<file path="config.mk">
export PLATFORM = sky130hd
export DESIGN_NAME = muldiv_sequencer
export DESIGN_NICKNAME = d
export VERILOG_FILES = /design/src/rtl/muldiv_sequencer.sv
export SDC_FILE = /design/constraint.sdc
export NUM_CORES = 1
export LEC_CHECK = 0
export CAP_MARGIN = 40
export CORE_MARGIN = 1.5
export CORE_UTILIZATION = 30
export CTS_BUF_LIST = sky130_fd_sc_hd__clkbuf_4
export CTS_CLUSTER_SIZE = 40
export DETAILED_ROUTE_END_ITERATION = 8
export PLACE_DENSITY = 0.51
export SETUP_SLACK_MARGIN = 0.05
export SLEW_MARGIN = 20
export SYNTH_ARGS = -nofsm -noshare
export SYNTH_HDL_FRONTEND = slang
export SYNTH_SLANG_ARGS = --single-unit
</file>
<file path="constraint.sdc">
create_clock -name clk -period 7.1 [get_ports clk]
set_input_delay 0.71 -clock clk [delete_from_list [all_inputs] [get_ports clk]]
set_output_delay 0.71 -clock clk [all_outputs]
set_load 0.05 [all_outputs]
</file>
<file path="src/rtl/muldiv_sequencer.sv">
`default_nettype none
// ============================================================================
// Module   : muldiv_sequencer
// Purpose  : Iterative RV32M multiply/divide unit with its EX-stage sequencer.
//            Accepts one M-extension op, runs a shift-add multiply or a
//            restoring divide over XLEN cycles, and stalls the pipeline until
//            the result is ready. Divide-by-zero and signed overflow finish
//            in one cycle.
// Ports    : clk, reset (sync, active-high)
//            start, funct3, op_a, op_b : op request from EX (sampled in IDLE)
//            flush                     : squash any in-flight op
//            stall                     : hold IF/ID/EX
//            done                      : one-cycle result-valid pulse
//            result                    : registered result, held until next op
// Revision : 1.0  initial release
// ============================================================================
module muldiv_sequencer #(
    parameter int XLEN = 32
) (
    input  logic            clk,
    input  logic            reset,
    input  logic            start,
    input  logic [2:0]      funct3,
    input  logic [XLEN-1:0] op_a,
    input  logic [XLEN-1:0] op_b,
    input  logic            flush,
    output logic            stall,
    output logic            done,
    output logic [XLEN-1:0] result
);

    localparam int              CNT_W  = $clog2(XLEN);
    localparam logic [CNT_W-1:0] c_LAST = CNT_W'(XLEN - 1);
    localparam logic [XLEN-1:0]  c_MIN  = {1'b1, {(XLEN-1){1'b0}}};
    localparam logic [XLEN-1:0]  c_ONES = {XLEN{1'b1}};

    typedef enum logic [1:0] {
        S_IDLE = 2'd0,
        S_RUN  = 2'd1,
        S_DONE = 2'd2
    } state_t;

    state_t          r_state;
    state_t          w_state_nxt;
    logic [CNT_W-1:0] r_cnt;
    logic [2:0]      r_f3;
    logic [XLEN-1:0] r_hi;      // product high half / partial remainder
    logic [XLEN-1:0] r_lo;      // multiplier bits / dividend shifting into quotient
    logic [XLEN-1:0] r_b;       // |op_b|: multiplicand or divisor
    logic            r_neg_q;   // negate product / quotient
    logic            r_neg_r;   // negate remainder
    logic [XLEN-1:0] r_result;

    // ---------------- operand decode at accept ----------------
    logic            w_accept;
    logic            w_a_signed, w_b_signed, w_sa, w_sb;
    logic [XLEN-1:0] w_mag_a, w_mag_b;
    logic            w_div0, w_ovf, w_fast;
    logic [XLEN-1:0] w_fast_res;

    assign w_accept   = (r_state == S_IDLE) && start && !flush;
    // MULH, MULHSU, DIV, REM treat op_a as signed; MULH, DIV, REM treat op_b as signed
    assign w_a_signed = (funct3 == 3'b001) || (funct3 == 3'b010) ||
                        (funct3 == 3'b100) || (funct3 == 3'b110);
    assign w_b_signed = (funct3 == 3'b001) || (funct3 == 3'b100) || (funct3 == 3'b110);
    assign w_sa       = w_a_signed && op_a[XLEN-1];
    assign w_sb       = w_b_signed && op_b[XLEN-1];
    assign w_mag_a    = w_sa ? (~op_a + 1'b1) : op_a;
    assign w_mag_b    = w_sb ? (~op_b + 1'b1) : op_b;

    assign w_div0     = funct3[2] && (op_b == '0);
    assign w_ovf      = funct3[2] && !funct3[0] && (op_a == c_MIN) && (op_b == c_ONES);
    assign w_fast     = w_div0 || w_ovf;
    // funct3[1] selects remainder over quotient
    assign w_fast_res = w_div0 ? (funct3[1] ? op_a : c_ONES)
                               : (funct3[1] ? '0   : c_MIN);

    // ---------------- one iteration of the datapath ----------------
    logic [XLEN:0]   w_sum, w_shift, w_diff;
    logic            w_fits;
    logic [XLEN-1:0] w_hi_nxt, w_lo_nxt;

    // multiply: add multiplicand on the current multiplier bit, then shift right
    assign w_sum   = {1'b0, r_hi} + (r_lo[0] ? {1'b0, r_b} : '0);
    // divide: shift next dividend bit into remainder, subtract if it fits
    assign w_shift = {r_hi, r_lo[XLEN-1]};
    assign w_diff  = w_shift - {1'b0, r_b};
    assign w_fits  = !w_diff[XLEN];

    always_comb begin
        if (r_f3[2]) begin
            w_hi_nxt = w_fits ? w_diff[XLEN-1:0] : w_shift[XLEN-1:0];
            w_lo_nxt = {r_lo[XLEN-2:0], w_fits};
        end else begin
            w_hi_nxt = w_sum[XLEN:1];
            w_lo_nxt = {w_sum[0], r_lo[XLEN-1:1]};
        end
    end

    // ---------------- final sign fix-up ----------------
    logic [2*XLEN-1:0] w_prod, w_prod_s;
    logic [XLEN-1:0]   w_quo, w_rem, w_final;

    assign w_prod   = {w_hi_nxt, w_lo_nxt};
    assign w_prod_s = r_neg_q ? (~w_prod + 1'b1) : w_prod;
    assign w_quo    = r_neg_q ? (~w_lo_nxt + 1'b1) : w_lo_nxt;
    assign w_rem    = r_neg_r ? (~w_hi_nxt + 1'b1) : w_hi_nxt;

    always_comb begin
        if (r_f3[2])
            w_final = r_f3[1] ? w_rem : w_quo;
        else if (r_f3[1:0] == 2'b00)
            w_final = w_prod_s[XLEN-1:0];
        else
            w_final = w_prod_s[2*XLEN-1:XLEN];
    end

    // ---------------- FSM ----------------
    always_ff @(posedge clk) begin
        if (reset || flush)
            r_state <= S_IDLE;
        else
            r_state <= w_state_nxt;
    end

    always_comb begin
        w_state_nxt = r_state;
        stall       = 1'b0;
        done        = 1'b0;
        case (r_state)
            S_IDLE: begin
                if (w_accept) begin
                    stall       = 1'b1;
                    w_state_nxt = w_fast ? S_DONE : S_RUN;
                end
            end
            S_RUN: begin
                stall = 1'b1;
                if (r_cnt == c_LAST)
                    w_state_nxt = S_DONE;
            end
            S_DONE: begin
                done        = 1'b1;
                w_state_nxt = S_IDLE;
            end
            default: w_state_nxt = S_IDLE;
        endcase
        // a squash or reset this cycle suppresses both handshake outputs
        if (reset || flush) begin
            stall = 1'b0;
            done  = 1'b0;
        end
    end

    // ---------------- datapath registers ----------------
    always_ff @(posedge clk) begin
        if (reset || flush) begin
            r_cnt    <= '0;
            r_f3     <= '0;
            r_hi     <= '0;
            r_lo     <= '0;
            r_b      <= '0;
            r_neg_q  <= 1'b0;
            r_neg_r  <= 1'b0;
            r_result <= '0;
        end else begin
            case (r_state)
                S_IDLE: begin
                    if (w_accept) begin
                        r_f3    <= funct3;
                        r_hi    <= '0;
                        r_lo    <= w_mag_a;
                        r_b     <= w_mag_b;
                        r_cnt   <= '0;
                        r_neg_q <= w_sa ^ w_sb;
                        r_neg_r <= w_sa;
                        if (w_fast)
                            r_result <= w_fast_res;
                    end
                end
                S_RUN: begin
                    r_hi  <= w_hi_nxt;
                    r_lo  <= w_lo_nxt;
                    r_cnt <= r_cnt + 1'b1;
                    if (r_cnt == c_LAST)
                        r_result <= w_final;
                end
                default: ;
            endcase
        end
    end

    assign result = r_result;

endmodule
`default_nettype wire

</file>
; Word-level counts from Yosys, hierarchy flattened
; Cells that the tools add are included.
[word_totals]
ff_bits = 140
inputBits = 71
[op_classes]
n_addsub = 8
n_mux = 34
reduce_logical = 26
n_eq_ne = 12
n_bitwise = 6
[op_table]
columns = op, n
row1 = $mux 32, 19
row2 = $pmux 32 s2, 3
row3 = $add 32x1->32 const B, 4
row4 = $not 32->32, 4
row5 = $add 64x1->64 const B, 1
row6 = $eq 32x32->1 const B, 2
row7 = $mux 64, 1
row8 = $not 64->64, 1
row9 = $add 32x32->33, 1
row10 = $sub 33x32->33, 1
row11 = $logic_not 32->1, 1
row12 = $pmux 5 s2, 1
row13 = $logic_and 1x1->1, 8
row14 = $logic_or 1x1->1, 7
row15 = $eq 3x3->1 const B, 2
row16 = $mux 2, 3
row17 = $ne 2x2->1 const B, 3
row18 = $reduce_and 2->1, 3
row19 = $add 5x1->5 const B, 1
row20 = $eq 5x5->1 const B, 1
row21 = $mux 5, 1
row22 = $logic_not 2->1, 2
row23 = $mux 1, 4
row24 = $pmux 2 s2, 1
row25 = 9 further kinds, 11

; Longest topological paths before layout
[depth]
word_depth = 10
depth_mapped = 26
ltp_nobuf = 25

; Worst setup path after synthesis
; OpenSTA, ideal clock, no wires.
[synth_timing]
path_type = flip-flop to flip-flop
startpoint = register r_lo[31]
endpoint = register r_result[28] (netlist: result[28])
path_slack_ns = 1.916
path_stages_with_launch = 25
period_less_slack_ns = 5.184
arrival_ns = 5.128
path_buffers = 1
path_cell_list = dfxtp_1 -> inv_1 -> ha_1 -> inv_1 -> fa_1 -> a211oi_1 -> nor3_1 -> o21a_1 -> or4_1 -> buf_2 -> nand4_4 -> nor2_2 -> a21o_1 -> inv_1 -> ha_1 -> o21ai_0 -> nor4_1 -> nand2_1 -> nor2_1 -> nand3_1 -> a2111oi_0 -> nand4_1 -> o31ai_1 -> or4b_1 -> a21bo_2
[synth_between]
elab_chain_cells = 10
word_cells_on_any_way = 19
cone_classes = add/sub: 4 / mux: 11 / bitwise: 3 / reduce/logical: 1
[synth_lines]
columns = item, line
row1 = from (decl), 48  ; logic [XLEN-1:0] r_lo;
row2 = from (signal assigned), 172  ; r_lo <= w_mag_a;
row3 = from (signal assigned), 183  ; r_lo <= w_lo_nxt;
row4 = $sub 33x32->33, 87  ; assign w_diff = w_shift - {1'b0, r_b};
row5 = $mux 32 / $logic_not 1->1 (equally long branches), "92, 88"
row6 = $mux 32, 91  ; if (r_f3[2]) begin
row7 = "$not 64->64, or another cell as far along", 105  ; assign w_prod_s = r_neg_q ? (~w_prod + 1'b1) : w_prod;
row8 = "$add 64x1->64, or another cell as far along", 105
row9 = "$mux 64, or another cell as far along", 105
row10 = $mux 32 (on tied branches), "112, 111"
row11 = $mux 32 *, 110  ; if (r_f3[2])
row12 = $mux 32 *, 185  ; if (r_cnt == c_LAST)
row13 = $pmux 32 s2 *, 167  ; case (r_state)
row14 = to (signal assigned), 178  ; r_result <= w_fast_res;
row15 = to (signal assigned), 186  ; r_result <= w_final;
row16 = to (decl), 52  ; logic [XLEN-1:0] r_result;
; Mark *: on every way between the ends. The rest lies on a longest branch, timed or not. The select of a mux whose other input is x is not followed.
; A chain may end at the register's enable or synchronous reset.

; Final worst setup path
; Ends and elaborated chain as after synthesis.

==> flow_metrics.tcl <==
set metrics [dict create \
    grt_first_pass_wirelength_mm 109.6 \
    cts_resized 0 \
    async_reset_ff_share_pct 0 \
    path_common_cell "inv_1" \
    slowest_delay_ps 710 \
    hpwl_mm 57.27 \
    die_x_um 233.0 \
    fin_area_mm2 0.01804 \
    max_freq_mhz 151.2 \
    fillers 5616 \
    drt_pre_antenna_iters 6 \
    worst_pin_slew_ps 925.4 \
    status "finished clean" \
    grt_pass1_vias 16640 \
    ant_nets 0 \
    p_leak_nw 6.485 \
    cp-end-kind "flop" \
    total_power_mw 2.173 \
    p_int_mw 1.290 \
    final_common_cell "nor2_1" \
    fin_skew_ps 41.35 \
    portBuffers 104 \
    start_kind "flop" \
    period_share_pct 93.16 \
    drcViolationCount 0 \
    ys.warnings.count 0 \
    worstPathMaxFanout 8 \
    hold_depth 2 \
    drtIter0Drc 1937 \
    pwr-share-clk_pct 28.9 \
    drv_slew 0 \
    cts_tree "built" \
    finalNetCount 2429 \
    vias 18100 \
    cp_data_arrival_time_ps 7290 \
    hold_viol 0 \
    cts_buffers 17 \
    synth-edff-count 0 \
    irDropWorstVdd_mv 0.1066 \
    grt_max_degree 116 \
    worstPathRequired_ps 7770 \
    antenna_found_initial 3 \
    seq_power_share_pct 38.0 \
    core.rowCount 84 \
    synth.avg_cell_area_um2 7.055 \
    clk_pin_slew_worst_paths_ps 150 \
    cts.sinks 140 \
    ys_types 97 \
    grt_use_total_pct 26.97 \
    area_growth_pct 13.63 \
    rsz0062_at_grt "no" \
    routabilityCongestion 0.9577 \
    finalNonFillerCells 2986 \
    synth_area_mm2 0.01587 \
    seq_area_frac_synth_pct 17.66 \
    p_sw_share_pct 40.63 \
    io_pins 105 \
    syn_nets 2394 \
    clk-insertion-delay-late_ps 720 \
    root_buffer "clkbuf_4" \
    dpl_cell_area_mm2 0.01767 \
    worst_hold_path_type "reg -> reg" \
    final_cell_mix "nor2_1 (230), nand2_1 (206), o21ai_0 (177), a21oi_1 (168), dfxtp_1 (137)" \
    viasPerCell 6.062 \
    r2r_cells 23 \
    hold_buffers 0 \
    worstPathCellList "inv_1 > ha_1 > inv_1 > fa_1 > a211oi_1 > nor3_1 > o21a_1 > or4_1 > nand4_4 > nor2_2 > a21o_1 > inv_1 > ha_1 > o21ai_0 > nor4_1 > nand2_1 > nor2_1 > nand3_1 > a2111oi_0 > nand4_1 > o31ai_1 > or4b_1 > a21bo_2" \
    wl_per_cell_um 24.70 \
    dieArea_mm2 0.05430 \
    rrSetupSlack_ps 490 \
    die-height_um 233.0 \
    relSlewSlack_pct 38.19 \
    p_comb_share_pct 33.2 \
    drt-total-wl_mm 73.74 \
    clk_path_buf_depth 2 \
    htreeDepth 4 \
    drive_gt1_share_pct 7.753 \
    cts_setup_buffers 0 \
    grt_overflow_total 0 \
    critPathSlowestCell "or4_1" \
    crit_type "reg -> reg" \
    ys_ff_latch 140 \
    power_density_mw_per_mm2 120.5 \
    fin_setup_tns_ps 0 \
    synth-main-ff-cell "dfxtp_1" \
    drv_cap 0 \
    p_switching_mw 0.8831 \
    fin_crit_ps 6614 \
    initial_utilization_pct 30.27 \
    core_mm2 0.05245 \
    dp.cells 2947 \
    setup_violations 0 \
    synthCells 2250 \
]
-- cells in the mapped netlist (7+ instances only) --
library cell | n | area, um^2
o22ai_1 | 8 | 50.05
o41ai_1 | 11 | 96.34
o21bai_1 | 7 | 52.55
o211a_1 | 9 | 90.09
xnor2_1 | 95 | 832.1
inv_1 | 66 | 247.7
o31ai_1 | 33 | 247.7
nand2_1 | 206 | 773.2
a22oi_1 | 10 | 75.07
clkbuf_1 | 109 | 409.1
nor3_1 | 77 | 385.4
nand3_1 | 53 | 265.3
dfxtp_1 | 140 | 2803
o211ai_1 | 30 | 225.2
a211o_1 | 9 | 78.83
o221ai_1 | 8 | 70.07
o21ai_0 | 178 | 890.9
a31o_2 | 9 | 78.83
a31oi_1 | 59 | 369.1
or4_1 | 9 | 67.56
nand4_1 | 38 | 237.7
ha_1 | 71 | 888.4
nor2_1 | 233 | 874.6
buf_1 | 14 | 52.55
nor2b_1 | 15 | 93.84
nor3b_1 | 13 | 97.59
nor4_1 | 20 | 125.1
xor2_1 | 78 | 683.2
mux2i_1 | 33 | 330.3
or2_2 | 19 | 118.9
a21o_1 | 34 | 255.2
buf_2 | 17 | 85.08
or3_1 | 27 | 168.9
nand2b_1 | 27 | 168.9
a21oi_1 | 168 | 840.8
a211oi_1 | 35 | 262.8
a221oi_1 | 39 | 341.6
and2_1 | 49 | 306.5
a21boi_0 | 12 | 90.09
mux2_2 | 15 | 168.9
o21a_1 | 18 | 135.1
a2111oi_0 | 8 | 70.07
and3_1 | 20 | 125.1
-- path summary, 6_finish.rpt --
path,start,to
max,r_lo[31],result[28]
min,r_b[22],r_b[22]
max reg2reg,r_lo[31],result[28]
min reg2reg,r_b[22],r_b[22]
-- critical path: cells and delay by family, from the launching register on --
family                     cells  cell delay [ps]
and+or+nand+nor               10             3140
AOI/OAI and AO/OA              7             2120
adders and majority gates      3              730
DFF                            1              390
buffers and inverters          3              180
-- state kept, by name (all words and copies together), names as in the netlist --
| signal | cells |
|---|---|
| r_f3 | 3 |
| r_state | 2 |
| r_lo | 32 |
| r_b | 32 |
| r_hi | 32 |
| r_cnt | 5 |
| r_neg_r | 1 |
| result | 32 |
| r_neg_q | 1 |
-- through the flow --
step | worst slack, ps | hold slack, ps | utilization, %
after global routing | 117.8 | 502.9 | 34.39
after CTS | 664.9 | 470.9 | 34.25
after detailed placement | 709.6 | 450.5 | 33.68
after floorplan | 1916 | 440.3 | -
final | 485.9 | 470.5 | 34.39
after global placement | 912.0 | 445.2 | 33.49
-- layer usage --
layer	vias up	track usage (%)	routed length, um
met4	0	7.621	1902
met3	90	4.681	5438
met1	8853	38.20	34330
met2	748	41.53	32070
met5	-	0	0
li1	8409	-	-
-- logic make-up after synthesis --
group | count (synthesis) | share of synthesized area (%)
flip-flops | 140 | 17.66
buffers and inverters | 214 | 5.408
multiplexers | 48 | 3.145
AO/OA/AOI/OAI | 760 | 32.09
XOR/XNOR | 173 | 9.546
adder cells (fa/ha/maj) | 73 | 5.849
AND/OR/NAND/NOR | 842 | 26.30
-- final cells by class --
cell class	instances	area, um^2	share of cell area [%]
inverters	67	251.5	1.394
clock buffers	17	127.6	0.7076
clock inverters	13	167.7	0.9296
well taps	688	860.8	4.773
diodes	2	5.005	0.02775
multi-input cells	1896	12270	68.02
flip-flops and latches	140	2809	15.57
repair buffers	163	1546	8.574
-- power groups by stage --
stage                     Combinational, mW  Sequential, mW  Clock, mW
final                                 0.721           0.825      0.628
after CTS                             0.702           0.825      0.640
after detailed placement              0.699           0.842          0
after floorplan                       0.441           0.832          0
after global routing                  0.771           0.828      0.664
after global placement                0.692           0.841          0
No activity file was read; power rests on OpenSTA's default activity.
